$ cat src/rtl/if_id_stage.sv
// IF/ID pipeline register with load-use hazard detection, redirect flush and a
// saturating stall-event counter for debug visibility.
module if_id_stage #(
    parameter int ADDR_W  = 30,
    parameter int INSTR_W = 32,
    parameter int CNT_W   = 16
) (
    input  logic               clk,
    input  logic               reset,
    input  logic [ADDR_W-1:0]  pc_in,
    input  logic [INSTR_W-1:0] instr_in,
    input  logic               flush,
    input  logic               ex_mem_read,
    input  logic [4:0]         ex_rt,
    output logic [ADDR_W-1:0]  pc_out,
    output logic [ADDR_W-1:0]  pc_plus1_out,
    output logic [INSTR_W-1:0] instr_out,
    output logic               valid_out,
    output logic               pc_hold,
    output logic               bubble,
    output logic [CNT_W-1:0]   stall_count
);

    localparam logic [5:0] OP_RTYPE = 6'd0;
    localparam logic [5:0] OP_BEQ   = 6'd4;
    localparam logic [5:0] OP_BNE   = 6'd5;
    localparam logic [5:0] OP_SW    = 6'd43;

    logic [ADDR_W-1:0]  r_pc;
    logic [INSTR_W-1:0] r_instr;
    logic               r_valid;
    logic [CNT_W-1:0]   r_cnt;

    logic [5:0] w_op;
    logic [4:0] w_rs;
    logic [4:0] w_rt;
    logic       w_uses_rt;
    logic       w_hazard;

    assign w_op = r_instr[31:26];
    assign w_rs = r_instr[25:21];
    assign w_rt = r_instr[20:16];

    // Only R-type, beq, bne and sw read rt as a source; loads write it.
    assign w_uses_rt = (w_op == OP_RTYPE) | (w_op == OP_BEQ) |
                       (w_op == OP_BNE)   | (w_op == OP_SW);

    assign w_hazard = r_valid & ex_mem_read & (ex_rt != 5'd0) &
                      ((ex_rt == w_rs) | (w_uses_rt & (ex_rt == w_rt)));

    assign pc_hold = ~reset & w_hazard & ~flush;
    assign bubble  = ~reset & (w_hazard | flush);

    // NOTE: sequential state uses non-blocking assignments so every register
    // samples pre-edge values regardless of statement order.
    always_ff @(posedge clk) begin
        if (reset) begin
            r_pc    <= '0;
            r_instr <= '0;
            r_valid <= 1'b0;
            r_cnt   <= '0;
        end else if (flush) begin
            r_pc    <= pc_in;
            r_instr <= '0;
            r_valid <= 1'b0;
        end else if (w_hazard) begin
            if (r_cnt != '1) begin
                r_cnt <= r_cnt + 1'b1;
            end
        end else begin
            r_pc    <= pc_in;
            r_instr <= instr_in;
            r_valid <= 1'b1;
        end
    end

    assign pc_out       = r_pc;
    assign pc_plus1_out = r_pc + 1'b1;
    assign instr_out    = r_instr;
    assign valid_out    = r_valid;
    assign stall_count  = r_cnt;

endmodule

$ cat config.mk
export PLATFORM = sky130hd
export DESIGN_NAME = if_id_stage
export DESIGN_NICKNAME = d
export VERILOG_FILES = /design/src/rtl/if_id_stage.sv
export SDC_FILE = /design/constraint.sdc
export NUM_CORES = 1
export LEC_CHECK = 0
export ABC_AREA = 1
export CORE_ASPECT_RATIO = 0.9
export CORE_MARGIN = 2
export CORE_UTILIZATION = 45
export CTS_CLUSTER_SIZE = 8
export DETAILED_ROUTE_END_ITERATION = 8
export PLACE_DENSITY = 0.94
export SYNTH_ARGS = -nofsm -noshare
export SYNTH_HDL_FRONTEND = slang
export SYNTH_SLANG_ARGS = --single-unit
$ cat constraint.sdc
create_clock -name clk -period 5.4 [get_ports clk]
set_input_delay 1.08 -clock clk [delete_from_list [all_inputs] [get_ports clk]]
set_output_delay 1.08 -clock clk [all_outputs]
set_load 0.05 [all_outputs]
# Word level (Yosys, flattened, before mapping)
# Index checks and enable logic that the tools add are counted.
# op_classes
mux	2
reduce_logical	4
bitwise	14
add_sub_neg	2
n_eq_ne	7
# op_table
cell	count
2-to-1 mux 30 bit	2
adder 30 x 1 -> 30 bit, second input constant	1
adder 16 x 1 -> 16 bit, second input constant	1
!= test 16 bit, second input constant	1
equality test 6 x 3 -> 1 bit, second input constant	2
equality test 5 bit	2
AND 1 bit	7
equality test 6 bit, second input constant	1
logical NOT 6 bit	1
bitwise OR 1 bit	5
nonzero test 5 bit	1
AND reduction 3 bit	1
!= test 2 bit, second input constant	1
inverter 1 bit	2
OR reduction 2 bit	1
# totals
output_inout_bits	111
inputBits	71
reg_bits	79

# Logic depth before layout (Yosys ltp)
# depth
depth_word	9
mapped_depth	12
mapped_depth_nobuf	11

# Worst setup path after synthesis
# Ideal clock, no wire load.
# synth_path
path_kind	register to output
start	register r_pc[0], in the netlist pc_out[0]
end	output pc_plus1_out[26]
n_path_buf	0
required_ns	4.320
stages_incl_launch_ff	11
arrival_time_ns	2.670
setup_slack_ns	1.650
cell_sequence	dfxtp_1 > ha_1 > nand3_1 > nor2_2 > nand3_2 > nor2_2 > nand2_2 > nor2_4 > nand3_2 > nor2_1 > xor2_1
# synth_between
elab_chain_len	1
# synth_lines
element	line	text
from (decl)	29	logic [ADDR_W-1:0] r_pc;
from (signal assigned)	63	r_pc <= pc_in;
from (signal assigned)	71	r_pc <= pc_in;
adder 30 x 1 -> 30 bit	78	assign pc_plus1_out = r_pc + 1'b1;
to (decl)	16	output logic [ADDR_W-1:0] pc_plus1_out,
# No other way between the ends.

# Worst setup path in the final report
# layout_path
start	input ex_rt[0]
end	output pc_hold
# layout_between
elab_chain_len	6
word_cells_on_any_way	9
# layout_lines
element	line	text
from (decl)	14	input logic [4:0] ex_rt,
equality test 5 bit	49	((ex_rt == w_rs) | (w_uses_rt & (ex_rt == w_rt)));
AND 1 bit	49	
bitwise OR 1 bit	49	
AND 1 bit *	48	assign w_hazard = r_valid & ex_mem_read & (ex_rt != 5'd0) &
AND 1 bit * (2 in a row)	51	assign pc_hold = ~reset & w_hazard & ~flush;
to (decl)	19	output logic pc_hold,
# Mark *: on every way between the ends. The rest lies on a longest branch, timed or not.

==> qor.yml <==
postRouteAntennaNets: 0
crit_fanout: 31
cts_buffer_depth: 2
wl_microns: 13000
final_layout_size_suffix_gt1_frac: 0.0560
ys_types: 26
dr.first_iter.drc_count: 209
dpl.hpwl_microns: 9880
power.density_nw_per_um2: 233
rrSetupSlack_ns: 3.11
synth_simple_gate_area_frac: 0.319
fmax_mhz: 224
final_nets: 818
synthAdderAreaFrac: 0.00622
grt_pass1_vias: 4333
synthToLayoutAreaGrowth_pct: 50.7
synth-edff-count: 0
final_util: 0.701
finalHoldViolations: 0
grt_pass1_wl_microns: 20900
cp-end-kind: "primary output"
relSlewSlack: 0.391
min_path_type: "reg -> reg"
seq_area_frac_synth: 0.393
synthCells: 577
start_kind: "input pin"
synth.avg_cell_area_sq_um: 6.97
wl_per_cell_microns: 15.0
ios: 182
status: "complete, no violations"
synth_top_family_by_area: "simple AND/OR/NAND/NOR gates"
synth_compound_area_frac: 0.115
setup_viol: 0
path_class: "in -> out"
synthesis.area_sq_um: 4020
clkLatencyLatePin_ns: 0.34
leakage_nw: 2.41
core_sq_um: 8650
cts_tree: "yes"
worst_slack_ns: 0.945
required_ns: 4.32
clkTransAtPathRegs_ns: 0.08
async_flop_share: 0
vias_per_cell: 5.27
cts.repair.resized: 0
hold-worst-slack_ns: 0.481
setup_tns_ns: 0
gp_congestion: 0.944
cts.sinks: 79
ys_seq_elements: 79
die_x_microns: 104
rsz0062_at_grt: "false"
fp-row-count: 32
start_util: 0.465
fin_crit_ns: 4.45
port-buffer-count: 181
fin_crit_sh: 0.825
drt-pass1-iter-count: 5
grt_start_max_net_pins: 49
synthXorXnorAreaFrac: 0.0805
synthesis.nets: 650
die_area_sq_um: 9720
ys.warnings.count: 0
fin_skew_ns: 0.0110
final_cell_mix: "clkdlybuf4s50_1 (178), nand2_1 (115), nor2_1 (89), dfxtp_1 (79), a21oi_1 (53)"
ir_drop_v: 0.000134
ys.flop_type: "dfxtp_1"
worstMarginPinSlew_ns: 0.913
arrival_ns: 3.37
maxCapViolations: 0
grt-ovfl-total: 0
grt_antenna_before_repair: 0
diodes: 0
muxShareOfSynthArea: 0
track_usage: 0.263
post_cts_buffers: 0
htreeDepth: 3
drcViolationCount: 0
slew_violations: 0
final_common_cell: "clkdlybuf4s50_1"
root_buffer: "clkbuf_8"
dp_slack_ns: 0.962
numCtsBuffers: 9
via_count: 4578
dieHeight_microns: 93.7
holdBufCountCts: 0
sequential cells by signal (all words and copies together) (netlist names):
name	count
pc_out	30
instr_out	32
stall_count	16
valid_out	1
final cells by class:
cell class	count	area [sq um]
Tap cell	119	149
Clock inverter	3	40.0
Clock buffer	13	169
Fill cell	713	2580
Timing Repair Buffer	186	1850
Multi-Input combinational cell	422	2100
Inverter	47	176
Sequential cell	79	1580
synth_stat cells, types with 10 or more instances:
cell type / number / area, sq um
nand2_1: 115 / 432
nor2_1: 89 / 334
dfxtp_1: 79 / 1580
a21oi_1: 53 / 265
nand3_1: 49 / 245
inv_1: 40 / 150
o21ai_0: 25 / 125
xor2_1: 24 / 210
nand4_1: 17 / 106
clkbuf_1: 13 / 48.8
xnor2_1: 13 / 114
o21ai_1: 10 / 50.1
power by group:
part	switching, mW	leakage, nW	internal, mW	total, mW
registers	0.0256	0.650	0.605	0.631
clock network	0.206	0.109	0.250	0.457
logic	0.199	1.65	0.126	0.325
total	0.430	2.41	0.982	1.41
per-stage QoR:
step / power [mW] / instances / instance area, sq um
after floorplan: 0.826 / 577 / 4020
after global placement: 0.961 / 853 / 5860
after detailed placement: 0.968 / 853 / 5860
after CTS: 1.42 / 869 / 6060
after global routing: 1.46 / 869 / 6060
final: 1.41 / 869 / 6060
kinds of logic after synthesis:
logic type	Yosys count
AOI/OAI and AO/OA	91
DFF	79
and+or+nand+nor	292
xor gates and xnor gates	37
adders and majority gates	2
buffers and inverters	76
worst max-delay path: stages:
cell and delay (ns):
clkdlybuf4s50_1 0.49, inv_2 0.06, nand2_1 0.07, nand2_1 0.05, nor2_1 0.12, nand3_1 0.11
nor2_1 0.10, nor2_1 0.07, nor2_4 0.43, nand2_1 0.10, buf_4 0.26, nor2_1 0.24
buf_12 0.18
path summary, 6_finish.rpt:
kind	startpoint	to	cells past startpoint
worst max-delay path	ex_rt[0]	pc_hold	13
worst min-delay path	instr_out[30]	instr_out[30]	2
worst max register to register	instr_out[17]	stall_count[9]	11
worst min register to register	instr_out[30]	instr_out[30]	2
layer usage:
metal / wire [microns] / part of all wire / up-vias / track usage
li1: - / - / 2209 / -
met1: 5130 / 0.39 / 2155 / 0.303
met2: 6790 / 0.52 / 190 / 0.493
met3: 772 / 0.059 / 24 / 0.0520
met4: 337 / 0.026 / 0 / 0.0867
met5: 0 / 0 / - / 0
(Power assumes the default switching activity.)
